$ cat src/rtl/axi_tg_pkg.sv
// Shared types and constants for the AXI4 master traffic generator.
// The data pattern is the 32-bit beat address XOR seed, replicated to the widest supported bus.
package axi_tg_pkg;

    typedef enum logic [2:0] {
        ST_IDLE,
        ST_WR_REQ,
        ST_WR_RESP,
        ST_RD_REQ,
        ST_RD_DATA,
        ST_DONE
    } tg_state_e;

    localparam logic [1:0] OKAY   = 2'b00;
    localparam logic [1:0] EXOKAY = 2'b01;
    localparam logic [1:0] SLVERR = 2'b10;
    localparam logic [1:0] DECERR = 2'b11;

    localparam logic [1:0] BURST_INCR = 2'b01;

    localparam int ID_W      = 4;
    localparam int PAT_MAX_W = 256;

    // Callers truncate to their own DATA_W; the replication keeps every 32-bit lane identical.
    function automatic logic [PAT_MAX_W-1:0] pattern(input logic [31:0] addr,
                                                     input logic [31:0] seed);
        return {(PAT_MAX_W/32){addr ^ seed}};
    endfunction

endpackage

$ cat src/rtl/axi_mst_traffic_gen_if.sv
// AXI4 full bus bundle between the traffic generator (master) and the block under test (slave).
interface axi_mst_traffic_gen_if
    import axi_tg_pkg::*;
#(
    parameter int ADDR_W = 32,
    parameter int DATA_W = 64
) ();

    logic [ID_W-1:0]     awid;
    logic [ADDR_W-1:0]   awaddr;
    logic [7:0]          awlen;
    logic [2:0]          awsize;
    logic [1:0]          awburst;
    logic                awvalid;
    logic                awready;

    logic [DATA_W-1:0]   wdata;
    logic [DATA_W/8-1:0] wstrb;
    logic                wlast;
    logic                wvalid;
    logic                wready;

    logic [1:0]          bresp;
    logic                bvalid;
    logic                bready;

    logic [ID_W-1:0]     arid;
    logic [ADDR_W-1:0]   araddr;
    logic [7:0]          arlen;
    logic [2:0]          arsize;
    logic [1:0]          arburst;
    logic                arvalid;
    logic                arready;

    logic [DATA_W-1:0]   rdata;
    logic [1:0]          rresp;
    logic                rlast;
    logic                rvalid;
    logic                rready;

    modport master (
        output awid, awaddr, awlen, awsize, awburst, awvalid,
        input  awready,
        output wdata, wstrb, wlast, wvalid,
        input  wready,
        input  bresp, bvalid,
        output bready,
        output arid, araddr, arlen, arsize, arburst, arvalid,
        input  arready,
        input  rdata, rresp, rlast, rvalid,
        output rready
    );

    modport slave (
        input  awid, awaddr, awlen, awsize, awburst, awvalid,
        output awready,
        input  wdata, wstrb, wlast, wvalid,
        output wready,
        output bresp, bvalid,
        input  bready,
        input  arid, araddr, arlen, arsize, arburst, arvalid,
        output arready,
        output rdata, rresp, rlast, rvalid,
        input  rready
    );

endinterface

$ cat src/rtl/axi_tg_beat_ctr.sv
// Beat counter for one burst: cleared by load, advanced by an accepted handshake,
// flags the beat that must carry LAST.
module axi_tg_beat_ctr #(
    parameter int CNT_W = 5
) (
    input  logic             clock,
    input  logic             reset,
    input  logic             load,
    input  logic             inc,
    input  logic [CNT_W-1:0] last_idx,
    output logic [CNT_W-1:0] count,
    output logic             is_last
);

    logic [CNT_W-1:0] count_q;
    logic [CNT_W-1:0] count_d;

    always_comb begin
        count_d = count_q;
        if (load) begin
            count_d = '0;
        end else if (inc) begin
            count_d = count_q + CNT_W'(1);
        end
    end

    always_ff @(posedge clock) begin
        if (reset) begin
            count_q <= '0;
        end else begin
            count_q <= count_d;
        end
    end

    assign count   = count_q;
    assign is_last = (count_q == last_idx);

endmodule

$ cat src/rtl/axi_mst_traffic_gen.sv
// Synthesizable AXI4 master: writes cfg_num INCR bursts of an address-derived pattern,
// reads them back one burst at a time and counts data/response/RLAST errors.
module axi_mst_traffic_gen
    import axi_tg_pkg::*;
#(
    parameter int          ADDR_W     = 32,
    parameter int          DATA_W     = 64,
    parameter int          MAX_LEN    = 16,
    parameter int          MAX_BURSTS = 256,
    parameter logic [31:0] SEED       = 32'hA5A5_0000
) (
    input  logic                          clock,
    input  logic                          reset,
    input  logic                          start,
    input  logic [ADDR_W-1:0]             cfg_base,
    input  logic [$clog2(MAX_LEN):0]      cfg_len,
    input  logic [$clog2(MAX_BURSTS):0]   cfg_num,
    output logic                          busy,
    output logic                          done,
    output logic                          pass,
    output logic [15:0]                   err_count,
    output logic [ADDR_W-1:0]             first_err_addr,
    axi_mst_traffic_gen_if.master         m_axi
);

    localparam int BYTES = DATA_W / 8;
    localparam int LEN_W = $clog2(MAX_LEN) + 1;
    localparam int NUM_W = $clog2(MAX_BURSTS) + 1;
    localparam logic [2:0] AXI_SIZE = 3'($clog2(BYTES));

    tg_state_e          state_q, state_d;
    logic [LEN_W-1:0]   len_q, len_d;
    logic [NUM_W-1:0]   num_q, num_d;
    logic [NUM_W-1:0]   b_q, b_d;
    logic [ADDR_W-1:0]  base_q, base_d;
    logic [ADDR_W-1:0]  burst_addr_q, burst_addr_d;
    logic               aw_done_q, aw_done_d;
    logic               w_done_q, w_done_d;
    logic [15:0]        err_count_q, err_count_d;
    logic [ADDR_W-1:0]  first_err_addr_q, first_err_addr_d;

    logic [LEN_W-1:0]   len_clamped;
    logic [LEN_W-1:0]   last_idx;
    logic [ADDR_W-1:0]  burst_step;
    logic               last_burst;
    logic               wr_active;

    logic [LEN_W-1:0]   w_count, r_count;
    logic               w_last, r_last;
    logic [ADDR_W-1:0]  w_beat_addr, r_beat_addr;
    logic [DATA_W-1:0]  w_pattern, r_pattern;

    logic               aw_hs, w_hs, r_hs;
    logic               err_hit;
    logic [ADDR_W-1:0]  err_addr;

    assign len_clamped = ((cfg_len == '0) || (cfg_len > LEN_W'(MAX_LEN))) ? LEN_W'(MAX_LEN) : cfg_len;
    assign last_idx    = len_q - LEN_W'(1);
    assign burst_step  = ADDR_W'(len_q) * ADDR_W'(BYTES);
    assign last_burst  = (b_q == num_q - NUM_W'(1));
    assign wr_active   = (state_q == ST_WR_REQ) && (num_q != '0);

    assign w_beat_addr = burst_addr_q + ADDR_W'(w_count) * ADDR_W'(BYTES);
    assign r_beat_addr = burst_addr_q + ADDR_W'(r_count) * ADDR_W'(BYTES);
    assign w_pattern   = DATA_W'(pattern(32'(w_beat_addr), SEED));
    assign r_pattern   = DATA_W'(pattern(32'(r_beat_addr), SEED));

    assign aw_hs = m_axi.awvalid && m_axi.awready;
    assign w_hs  = m_axi.wvalid  && m_axi.wready;
    assign r_hs  = m_axi.rvalid  && m_axi.rready;

    axi_tg_beat_ctr #(.CNT_W(LEN_W)) u_w_ctr (
        .clock    (clock),
        .reset    (reset),
        .load     (state_q != ST_WR_REQ),
        .inc      (w_hs && !w_last),
        .last_idx (last_idx),
        .count    (w_count),
        .is_last  (w_last)
    );

    axi_tg_beat_ctr #(.CNT_W(LEN_W)) u_r_ctr (
        .clock    (clock),
        .reset    (reset),
        .load     (state_q != ST_RD_DATA),
        .inc      (r_hs && !r_last),
        .last_idx (last_idx),
        .count    (r_count),
        .is_last  (r_last)
    );

    always_comb begin
        state_d          = state_q;
        len_d            = len_q;
        num_d            = num_q;
        b_d              = b_q;
        base_d           = base_q;
        burst_addr_d     = burst_addr_q;
        aw_done_d        = aw_done_q;
        w_done_d         = w_done_q;
        err_count_d      = err_count_q;
        first_err_addr_d = first_err_addr_q;
        err_hit          = 1'b0;
        err_addr         = '0;

        case (state_q)
            ST_IDLE: begin
                if (start) begin
                    len_d            = len_clamped;
                    num_d            = cfg_num;
                    base_d           = cfg_base;
                    burst_addr_d     = cfg_base;
                    b_d              = '0;
                    err_count_d      = '0;
                    first_err_addr_d = '0;
                    state_d          = ST_WR_REQ;
                end
            end
            ST_WR_REQ: begin
                if (num_q == '0) begin
                    state_d = ST_DONE;
                end else begin
                    // AW and W complete independently; leave only once both sides are through.
                    if (aw_hs) aw_done_d = 1'b1;
                    if (w_hs && w_last) w_done_d = 1'b1;
                    if ((aw_done_q || aw_hs) && (w_done_q || (w_hs && w_last))) begin
                        aw_done_d = 1'b0;
                        w_done_d  = 1'b0;
                        state_d   = ST_WR_RESP;
                    end
                end
            end
            ST_WR_RESP: begin
                if (m_axi.bvalid) begin
                    if (m_axi.bresp != OKAY) begin
                        err_hit  = 1'b1;
                        err_addr = burst_addr_q;
                    end
                    if (last_burst) begin
                        b_d          = '0;
                        burst_addr_d = base_q;
                        state_d      = ST_RD_REQ;
                    end else begin
                        b_d          = b_q + NUM_W'(1);
                        burst_addr_d = burst_addr_q + burst_step;
                        state_d      = ST_WR_REQ;
                    end
                end
            end
            ST_RD_REQ: begin
                if (m_axi.arready) state_d = ST_RD_DATA;
            end
            ST_RD_DATA: begin
                if (m_axi.rvalid) begin
                    if ((m_axi.rdata != r_pattern) || (m_axi.rresp != OKAY) ||
                        (m_axi.rlast != r_last)) begin
                        err_hit  = 1'b1;
                        err_addr = r_beat_addr;
                    end
                    if (r_last) begin
                        if (last_burst) begin
                            state_d = ST_DONE;
                        end else begin
                            b_d          = b_q + NUM_W'(1);
                            burst_addr_d = burst_addr_q + burst_step;
                            state_d      = ST_RD_REQ;
                        end
                    end
                end
            end
            ST_DONE: begin
                state_d = ST_IDLE;
            end
            default: begin
                state_d = ST_IDLE;
            end
        endcase

        if (err_hit) begin
            if (err_count_q != 16'hFFFF) err_count_d = err_count_q + 16'd1;
            if (err_count_q == 16'd0) first_err_addr_d = err_addr;
        end
    end

    always_ff @(posedge clock) begin
        if (reset) begin
            state_q          <= ST_IDLE;
            len_q            <= '0;
            num_q            <= '0;
            b_q              <= '0;
            base_q           <= '0;
            burst_addr_q     <= '0;
            aw_done_q        <= 1'b0;
            w_done_q         <= 1'b0;
            err_count_q      <= '0;
            first_err_addr_q <= '0;
        end else begin
            state_q          <= state_d;
            len_q            <= len_d;
            num_q            <= num_d;
            b_q              <= b_d;
            base_q           <= base_d;
            burst_addr_q     <= burst_addr_d;
            aw_done_q        <= aw_done_d;
            w_done_q         <= w_done_d;
            err_count_q      <= err_count_d;
            first_err_addr_q <= first_err_addr_d;
        end
    end

    assign m_axi.awid    = '0;
    assign m_axi.awaddr  = burst_addr_q;
    assign m_axi.awlen   = 8'(len_q - LEN_W'(1));
    assign m_axi.awsize  = AXI_SIZE;
    assign m_axi.awburst = BURST_INCR;
    assign m_axi.awvalid = wr_active && !aw_done_q;

    assign m_axi.wdata   = w_pattern;
    assign m_axi.wstrb   = '1;
    assign m_axi.wlast   = w_last;
    assign m_axi.wvalid  = wr_active && !w_done_q;

    assign m_axi.bready  = (state_q == ST_WR_RESP);

    assign m_axi.arid    = '0;
    assign m_axi.araddr  = burst_addr_q;
    assign m_axi.arlen   = 8'(len_q - LEN_W'(1));
    assign m_axi.arsize  = AXI_SIZE;
    assign m_axi.arburst = BURST_INCR;
    assign m_axi.arvalid = (state_q == ST_RD_REQ);

    assign m_axi.rready  = (state_q == ST_RD_DATA);

    assign busy           = (state_q == ST_WR_REQ) || (state_q == ST_WR_RESP) ||
                            (state_q == ST_RD_REQ) || (state_q == ST_RD_DATA);
    assign done           = (state_q == ST_DONE);
    assign pass           = done && (err_count_q == 16'd0);
    assign err_count      = err_count_q;
    assign first_err_addr = first_err_addr_q;

endmodule

$ cat src/flat_wrapper.sv
// flat-port wrapper written by rule: the top's interface ports become plain ports
module axi_mst_traffic_gen_flat import axi_tg_pkg::*;
#(
    parameter int          ADDR_W     = 32,
    parameter int          DATA_W     = 64,
    parameter int          MAX_LEN    = 16,
    parameter int          MAX_BURSTS = 256,
    parameter logic [31:0] SEED       = 32'hA5A5_0000
)
  (clock, reset, start, cfg_base, cfg_len, cfg_num, busy, done, pass, err_count, first_err_addr, m_axi_awid, m_axi_awaddr, m_axi_awlen, m_axi_awsize, m_axi_awburst, m_axi_awvalid, m_axi_awready, m_axi_wdata, m_axi_wstrb, m_axi_wlast, m_axi_wvalid, m_axi_wready, m_axi_bresp, m_axi_bvalid, m_axi_bready, m_axi_arid, m_axi_araddr, m_axi_arlen, m_axi_arsize, m_axi_arburst, m_axi_arvalid, m_axi_arready, m_axi_rdata, m_axi_rresp, m_axi_rlast, m_axi_rvalid, m_axi_rready);
  axi_mst_traffic_gen_if #(.ADDR_W(ADDR_W), .DATA_W(DATA_W)) m_axi_i ();
  input  logic clock;
  input  logic reset;
  input  logic start;
  input  logic [ADDR_W-1:0] cfg_base;
  input  logic [$clog2(MAX_LEN):0] cfg_len;
  input  logic [$clog2(MAX_BURSTS):0] cfg_num;
  output logic busy;
  output logic done;
  output logic pass;
  output logic [15:0] err_count;
  output logic [ADDR_W-1:0] first_err_addr;
  output wire logic [$bits(m_axi_i.awid)-1:0] m_axi_awid;
  output wire logic [$bits(m_axi_i.awaddr)-1:0] m_axi_awaddr;
  output wire logic [$bits(m_axi_i.awlen)-1:0] m_axi_awlen;
  output wire logic [$bits(m_axi_i.awsize)-1:0] m_axi_awsize;
  output wire logic [$bits(m_axi_i.awburst)-1:0] m_axi_awburst;
  output wire logic [$bits(m_axi_i.awvalid)-1:0] m_axi_awvalid;
  input wire logic [$bits(m_axi_i.awready)-1:0] m_axi_awready;
  output wire logic [$bits(m_axi_i.wdata)-1:0] m_axi_wdata;
  output wire logic [$bits(m_axi_i.wstrb)-1:0] m_axi_wstrb;
  output wire logic [$bits(m_axi_i.wlast)-1:0] m_axi_wlast;
  output wire logic [$bits(m_axi_i.wvalid)-1:0] m_axi_wvalid;
  input wire logic [$bits(m_axi_i.wready)-1:0] m_axi_wready;
  input wire logic [$bits(m_axi_i.bresp)-1:0] m_axi_bresp;
  input wire logic [$bits(m_axi_i.bvalid)-1:0] m_axi_bvalid;
  output wire logic [$bits(m_axi_i.bready)-1:0] m_axi_bready;
  output wire logic [$bits(m_axi_i.arid)-1:0] m_axi_arid;
  output wire logic [$bits(m_axi_i.araddr)-1:0] m_axi_araddr;
  output wire logic [$bits(m_axi_i.arlen)-1:0] m_axi_arlen;
  output wire logic [$bits(m_axi_i.arsize)-1:0] m_axi_arsize;
  output wire logic [$bits(m_axi_i.arburst)-1:0] m_axi_arburst;
  output wire logic [$bits(m_axi_i.arvalid)-1:0] m_axi_arvalid;
  input wire logic [$bits(m_axi_i.arready)-1:0] m_axi_arready;
  input wire logic [$bits(m_axi_i.rdata)-1:0] m_axi_rdata;
  input wire logic [$bits(m_axi_i.rresp)-1:0] m_axi_rresp;
  input wire logic [$bits(m_axi_i.rlast)-1:0] m_axi_rlast;
  input wire logic [$bits(m_axi_i.rvalid)-1:0] m_axi_rvalid;
  output wire logic [$bits(m_axi_i.rready)-1:0] m_axi_rready;
  assign m_axi_awid = m_axi_i.awid;
  assign m_axi_awaddr = m_axi_i.awaddr;
  assign m_axi_awlen = m_axi_i.awlen;
  assign m_axi_awsize = m_axi_i.awsize;
  assign m_axi_awburst = m_axi_i.awburst;
  assign m_axi_awvalid = m_axi_i.awvalid;
  assign m_axi_i.awready = m_axi_awready;
  assign m_axi_wdata = m_axi_i.wdata;
  assign m_axi_wstrb = m_axi_i.wstrb;
  assign m_axi_wlast = m_axi_i.wlast;
  assign m_axi_wvalid = m_axi_i.wvalid;
  assign m_axi_i.wready = m_axi_wready;
  assign m_axi_i.bresp = m_axi_bresp;
  assign m_axi_i.bvalid = m_axi_bvalid;
  assign m_axi_bready = m_axi_i.bready;
  assign m_axi_arid = m_axi_i.arid;
  assign m_axi_araddr = m_axi_i.araddr;
  assign m_axi_arlen = m_axi_i.arlen;
  assign m_axi_arsize = m_axi_i.arsize;
  assign m_axi_arburst = m_axi_i.arburst;
  assign m_axi_arvalid = m_axi_i.arvalid;
  assign m_axi_i.arready = m_axi_arready;
  assign m_axi_i.rdata = m_axi_rdata;
  assign m_axi_i.rresp = m_axi_rresp;
  assign m_axi_i.rlast = m_axi_rlast;
  assign m_axi_i.rvalid = m_axi_rvalid;
  assign m_axi_rready = m_axi_i.rready;
  axi_mst_traffic_gen #(.ADDR_W(ADDR_W), .DATA_W(DATA_W), .MAX_LEN(MAX_LEN), .MAX_BURSTS(MAX_BURSTS), .SEED(SEED)) u_core (.clock(clock), .reset(reset), .start(start), .cfg_base(cfg_base), .cfg_len(cfg_len), .cfg_num(cfg_num), .busy(busy), .done(done), .pass(pass), .err_count(err_count), .first_err_addr(first_err_addr), .m_axi(m_axi_i));
endmodule
$ cat config.mk
export PLATFORM = sky130hd
export DESIGN_NAME = axi_mst_traffic_gen_flat
export DESIGN_NICKNAME = d
export VERILOG_FILES = /design/src/rtl/axi_tg_pkg.sv /design/src/rtl/axi_mst_traffic_gen_if.sv /design/src/rtl/axi_tg_beat_ctr.sv /design/src/rtl/axi_mst_traffic_gen.sv /design/src/flat_wrapper.sv
export SDC_FILE = /design/constraint.sdc
export NUM_CORES = 1
export LEC_CHECK = 0
export CAP_MARGIN = 20
export CORE_MARGIN = 8
export CORE_UTILIZATION = 49
export DETAILED_ROUTE_END_ITERATION = 8
export PLACE_DENSITY_LB_ADDON = 0.15
export SETUP_SLACK_MARGIN = 0.02
export SYNTH_ARGS = -nofsm -noshare
export SYNTH_HDL_FRONTEND = slang
export SYNTH_SLANG_ARGS = --single-unit
$ cat constraint.sdc
create_clock -name clock -period 4.3 [get_ports clock]
set_clock_uncertainty 0.1 [all_clocks]
set_input_delay 0.86 -clock clock [delete_from_list [all_inputs] [get_ports clock]]
set_output_delay 0.86 -clock clock [all_outputs]
set_load 0.03 [all_outputs]
# [Yosys cells after proc, flatten, opt, wreduce, memory -nomap -nowiden]
# Index checks and enable logic that the tools add are counted.
[word_totals] reg_bits=150 output_inout_bits=227 word_cells=133
[classes] n_addsub=10 order_cmp=1 eq_ne=20 mux=47 bitwise=3 reduce_logical=40
[op_table] cell="$mux W32" count=14
[op_table] cell="$add A32 B8 Y32" count=3
[op_table] cell="$pmux W32 S3" count=1
[op_table] cell="$mux W16" count=4
[op_table] cell="$ne A64 B64 Y1" count=1
[op_table] cell="$pmux W32 S2" count=1
[op_table] cell="$mux W9" count=6
[op_table] cell="$pmux W9 S3" count=1
[op_table] cell="$mux W3" count=8
[op_table] cell="$add A16 B1 Y16 const B" count=1
[op_table] cell="$logic_not A16 Y1" count=1
[op_table] cell="$ne A16 B16 Y1 const B" count=1
[op_table] cell="$not A8 Y8" count=2
[op_table] cell="$pmux W3 S5" count=1
[op_table] cell="$reduce_and A6 Y1" count=2
[op_table] cell="$logic_and A1 B1 Y1" count=11
[op_table] cell="$add A5 B1 Y5 const B" count=2
[op_table] cell="$eq A5 B5 Y1" count=2
[op_table] cell="$ne A2 B2 Y1 const B" count=5
[op_table] cell="$add A9 B1 Y9 const B" count=1
[op_table] cell="$eq A9 B9 Y1" count=1
[op_table] cell="$logic_not A9 Y1" count=1
[op_table] cell="$reduce_bool A9 Y1" count=1
[op_table] cell="$sub A9 B1 Y9 const B" count=1
[op_table] cell="other kinds (24)" count=49

# [Longest topological paths before layout]
[depth] ltp_word=10 ltp_mapped=16 ltp_nobuf=13

# [By module]
# Synthesis repeated with hierarchy kept, for this count alone.
[hier_totals] cells_unflattened=1567 hier_area_um2=11813.8
[by_module_without_submodules] mod="axi_mst_traffic_gen" n_inst=1 cells_each=1515 area_per_inst_um2=11308.3 seq_area_each_um2=2802.7
[by_module_without_submodules] mod="axi_tg_beat_ctr" n_inst=2 cells_each=26 area_per_inst_um2=252.7 seq_area_each_um2=100.1

# [Worst setup path after synthesis]
# No wires, ideal clock.
[synth_path] path_type="reg2out" start="reg u_core.burst_addr_q[4], in the netlist u_core.m_axi.araddr[4]" end="out m_axi_wdata[51]" arrival_ps=3362 slack_ps=-22 path_stages_with_launch=12 n_path_buf=1 path_cell_list="dfxtp_1 -> inv_1 -> fa_1 -> inv_1 -> a21oi_1 -> o21bai_1 -> a21o_1 -> nand2_1 -> nor3_1 -> nand2_1 -> xnor2_1 -> buf_4"
[synth_via] elab_chain_cells=1
[synth_rtl] element="start: declaration" line="axi_mst_traffic_gen.sv:36" text="logic [ADDR_W-1:0] burst_addr_q, burst_addr_d;"
[synth_rtl] element="start signal: assignment" line="axi_mst_traffic_gen.sv:203" text="burst_addr_q <= burst_addr_d;"
[synth_rtl] element="$add A32 B8 Y32" line="axi_mst_traffic_gen.sv:63" text="assign w_beat_addr = burst_addr_q + ADDR_W'(w_count) * ADDR_W'(BYTES);"
[synth_rtl] element="end: declaration" line="flat_wrapper.sv:30" text="output wire logic [$bits(m_axi_i.wdata)-1:0] m_axi_wdata;"
# No other way between the ends.

# [Worst setup path in the final report]
[layout_path] start="reg u_core.burst_addr_q[3], in the netlist u_core.m_axi.araddr[3]" end="reg u_core.first_err_addr_q[31], in the netlist u_core.first_err_addr[31]"
[layout_via] elab_chain_cells=10 elab_cells_between_ends=13 classes_between="add/sub: 1; eq/ne: 1; mux: 8; bitwise: 1; reduce/logical: 2"
[layout_rtl] element="$add A32 B8 Y32 (*)" line="axi_mst_traffic_gen.sv:64" text="assign r_beat_addr = burst_addr_q + ADDR_W'(r_count) * ADDR_W'(BYTES);"
[layout_rtl] element="$not A8 Y8 (no line)"
[layout_rtl] element="$ne A64 B64 Y1" line="axi_mst_traffic_gen.sv:155" text="if ((m_axi.rdata != r_pattern) || (m_axi.rresp != OKAY) ||"
[layout_rtl] element="$logic_or A1 B1 Y1 (2 in a row)" line="axi_mst_traffic_gen.sv:155"
[layout_rtl] element="$mux W32" line="axi_mst_traffic_gen.sv:155"
[layout_rtl] element="$mux W32" line="axi_mst_traffic_gen.sv:154" text="if (m_axi.rvalid) begin"
[layout_rtl] element="$pmux W32 S2" line="axi_mst_traffic_gen.sv:106" text="case (state_q)"
[layout_rtl] element="$mux W32" line="axi_mst_traffic_gen.sv:181" text="if (err_count_q == 16'd0) first_err_addr_d = err_addr;"
[layout_rtl] element="$mux W32 (*)" line="axi_mst_traffic_gen.sv:179" text="if (err_hit) begin"
[layout_rtl] element="end signal: assignment" line="axi_mst_traffic_gen.sv:207" text="first_err_addr_q <= first_err_addr_d;"
[layout_rtl] element="end: declaration" line="axi_mst_traffic_gen.sv:40" text="logic [ADDR_W-1:0] first_err_addr_q, first_err_addr_d;"
# Mark *: on every way between the ends. The rest lies on a longest branch, timed or not.
# A chain may end at the register's enable or synchronous reset.

==> metrics.cfg <==
[sta]
fin_crit_sh=0.963
drv_slew=0
min_period_ns=4.14
rsz0062_at_grt=yes
slew_headroom=0.331
finalHoldViolCount=0
fmax_mhz=241
finalSetupTns_ns=0
tightestPinTransition_ns=1.00
setup_viol_count_final=0
setup_slack_ns=0.159

[synthesis]
avgSynthCellArea_um2=7.57
ys.flop_type=dfxtp_1
synth_compound_area_frac=0.216
synth_edf_count=0
synth_top_family_by_area=simple AND/OR/NAND/NOR gates
yosysTopAreaCell=dfxtp_1
ys_seq_elements=150
ys_top_cells_by_area=dfxtp_1 (25%), buf_4 (6.6%), nand2_1 (5.7%), xnor2_1 (5.4%), nor2_1 (4.9%)
synth_top_cell_area_share=0.250
synthArstFlopShare=0
synthMuxAreaShare=0.0234
syn_inst=1590
yosysSeqAreaShare=0.250
yosysUniqueCellTypes=96
yosysWarnings=0
yosys.area_share.simple=0.262
synth.cell_area_mm2=0.0120
synthAdderAreaFrac=0.0289
synthXorXnorAreaFrac=0.100

[setup_path]
slowest_delay_ns=0.55
crit_required_ns=4.50
crit_path_start_kind=flip-flop
crit_chain=ha_1 -> inv_1 -> fa_1 -> nor2b_2 -> o31a_1 -> buf_4 -> o21ai_4 -> buf_4 -> nor3_1 -> or4b_1 -> a2111oi_2 -> and4_1 -> a41oi_4 -> buf_4 -> a31oi_1 -> a311oi_2
cpMostUsedCell=buf_4
path_class=flip-flop to flip-flop
end_kind=flip-flop
critical_path.top_delay_family=compound AO/OA/AOI/OAI gates
cpMaxStageDelayCell=or4b_1
path_max_fanout=9
path_buf_inv=4
cp.arrival_ns=4.34

[route]
wirelength_mm=46.8
drtIter0Drc=1215
route.detailed.drc=0
dr.pass1.iters=6
via_per_inst=5.99
vias=12900
postRouteAntennaNets=0
routedWlPerCell_um=21.8

[pwr]
power.density_mw_per_mm2=588
p_leak_uw=0.00605
ir_worst_vdd_mv=0.416
p_total_uw=9330

[final_layout]
syn2layout_area_growth_pct=31.8
fill_cells=2118
nNetsFinal=1964
utilization=0.654
drive_above_1_share=0.112
stdcell_count=2152

[global_routing]
grt_start_max_net_pins=81
antenna_found_initial=2
grt_usage=0.294
grt_pass1_vias=12500
grt_pass1_wl_mm=71.4
grt_overflow=0

[min_path]
worstHoldPathType=flip-flop to flip-flop

[clocking]
cts_tree=built
cts_made_buffers=17
hold_buffers=0
h-tree-depth=4
cts_sinks=150
clock_path_buffers=2
path_clk_slew_ns=0.07
clkLatencyLatePin_ns=0.44
clockRootBuffer=clkbuf_16

[die]
die_height_um=173
initial_core_util=0.496
coreArea_mm2=0.0242
die-area_mm2=0.0298
io_pins=350
fp-row-count=57
die_w_um=173

[placement]
placed_cells=2115
port_buffers=323
dpl.hpwl_mm=35.7
gp_congestion=0.985
pre_cts_slack_ns=0.169

[job]
drv_cap=0

[outcome]
status=finished clean

-- worst paths after layout --
| check | start | slack [ns] | end | cells past startpoint |
|---|---|---|---|---|
| worst max register to register | u_core.m_axi.araddr[3] | 0.16 | u_core.first_err_addr[31] | 16 |
| worst min register to register | u_core.base_q[0] | 0.36 | u_core.base_q[0] | 2 |
| worst max-delay path | u_core.m_axi.araddr[3] | 0.16 | u_core.first_err_addr[31] | 16 |
| worst min-delay path | u_core.base_q[0] | 0.36 | u_core.base_q[0] | 2 |
-- logic make-up (layout without fill, tap and decap cells) --
| logic type | after synthesis | count (layout) |
|---|---|---|
| simple gates | 625 | 625 |
| buf+inv | 259 | 471 |
| other cells | 2 | 27 |
| compound gates | 365 | 366 |
| mux | 28 | 28 |
| fa+ha+maj | 26 | 26 |
| xor+xnor | 135 | 135 |
| flops | 150 | 150 |
-- synth_stat cells, types with 13 or more instances --
cell and count:
a211oi_1 15, a21oi_1 90, a221oi_1 19, a22oi_1 44, a311oi_1 28, a31oi_1 27, and2_1 23, and3_1 16
buf_2 20, buf_4 106, clkbuf_1 77, dfxtp_1 150, ha_1 23, inv_1 40, mux2i_1 27, nand2_1 184
nand2b_1 13, nand3_1 34, nand4_1 20, nor2_1 158, nor3_1 55, nor3b_1 13, nor4_1 16, o211ai_1 20
o21ai_0 32, or4_1 20, xnor2_1 74, xor2_1 59
-- layer usage --
layer | vias up | part of all wire | global-route usage
met1 | 6131 | 0.42 | 0.389
met3 | 77 | 0.088 | 0.0547
met2 | 646 | 0.46 | 0.476
met4 | 2 | 0.027 | 0.0967
li1 | 6027 | - | -
met5 | - | 0.00036 | 0
-- sequential cells by signal (all words and copies together), names as in the netlist --
name                   cells
u_core.first_err_addr     32
u_core.w_done_q            1
u_core.err_count          16
u_core.b_q                 9
u_core.len_q               5
u_core.base_q             32
u_core.m_axi.araddr       32
u_core.u_r_ctr.count       5
u_core.aw_done_q           1
u_core.state_q             3
u_core.num_q               9
u_core.u_w_ctr.count       5
-- stage by stage --
step	instance area [um2]	hold slack (ns)
after floorplan	12100	0.336
after global placement	15100	0.341
after detailed placement	15100	0.347
after CTS	15700	0.356
after global routing	15900	0.366
final	15900	0.356
-- area by class of cell --
cell class                 instances  area [um2]  area share
inverter                          41         154     0.00970
tap                              324         405      0.0256
multi-input combinational       1206        7830       0.493
clock inverter                    14         201      0.0127
timing repair buffer             399        3840       0.242
sequential                       150        3010       0.190
antenna                            1        2.50    0.000158
clock buffer                      17         425      0.0268
-- power breakdown --
group / switching (uW) / internal [uW]
Combinational: 3460 / 2140
Clock: 689 / 941
Sequential: 442 / 1660
-- placed cells by master, fill, tap and decap left out, drive strengths merged, types with 20 or more instances in the layout --
cell,instances
nor2,161
nand2,185
inv,50
a21oi,91
or4,20
conb,26
a311oi,28
xor2,59
a31oi,28
nand3,35
nand4,23
o21ai,36
buf,108
dfxtp,150
nor3,55
and2,23
clkdlybuf4s50,282
ha,23
xnor2,75
a22oi,44
o211ai,26
mux2i,27
-- timing repair --
action	in CTS	in global routing
resized for setup	5	28
buffers inserted	1	3
endpoints found under the setup margin	5	72
hold endpoints to repair	0	0
cloned	0	1
pin swaps	1	6
-- worst reg2reg max path: stages (launching register included) --
cell and delay, ns:
dfxtp_2 0.33, ha_1 0.22, inv_1 0.09, fa_1 0.24, nor2b_2 0.07, o31a_1 0.40
buf_4 0.21, o21ai_4 0.18, buf_4 0.20, nor3_1 0.08, or4b_1 0.55, a2111oi_2 0.21
and4_1 0.28, a41oi_4 0.19, buf_4 0.24, a31oi_1 0.29, a311oi_2 0.14
Note: power is estimated with default switching activity, not from simulation.
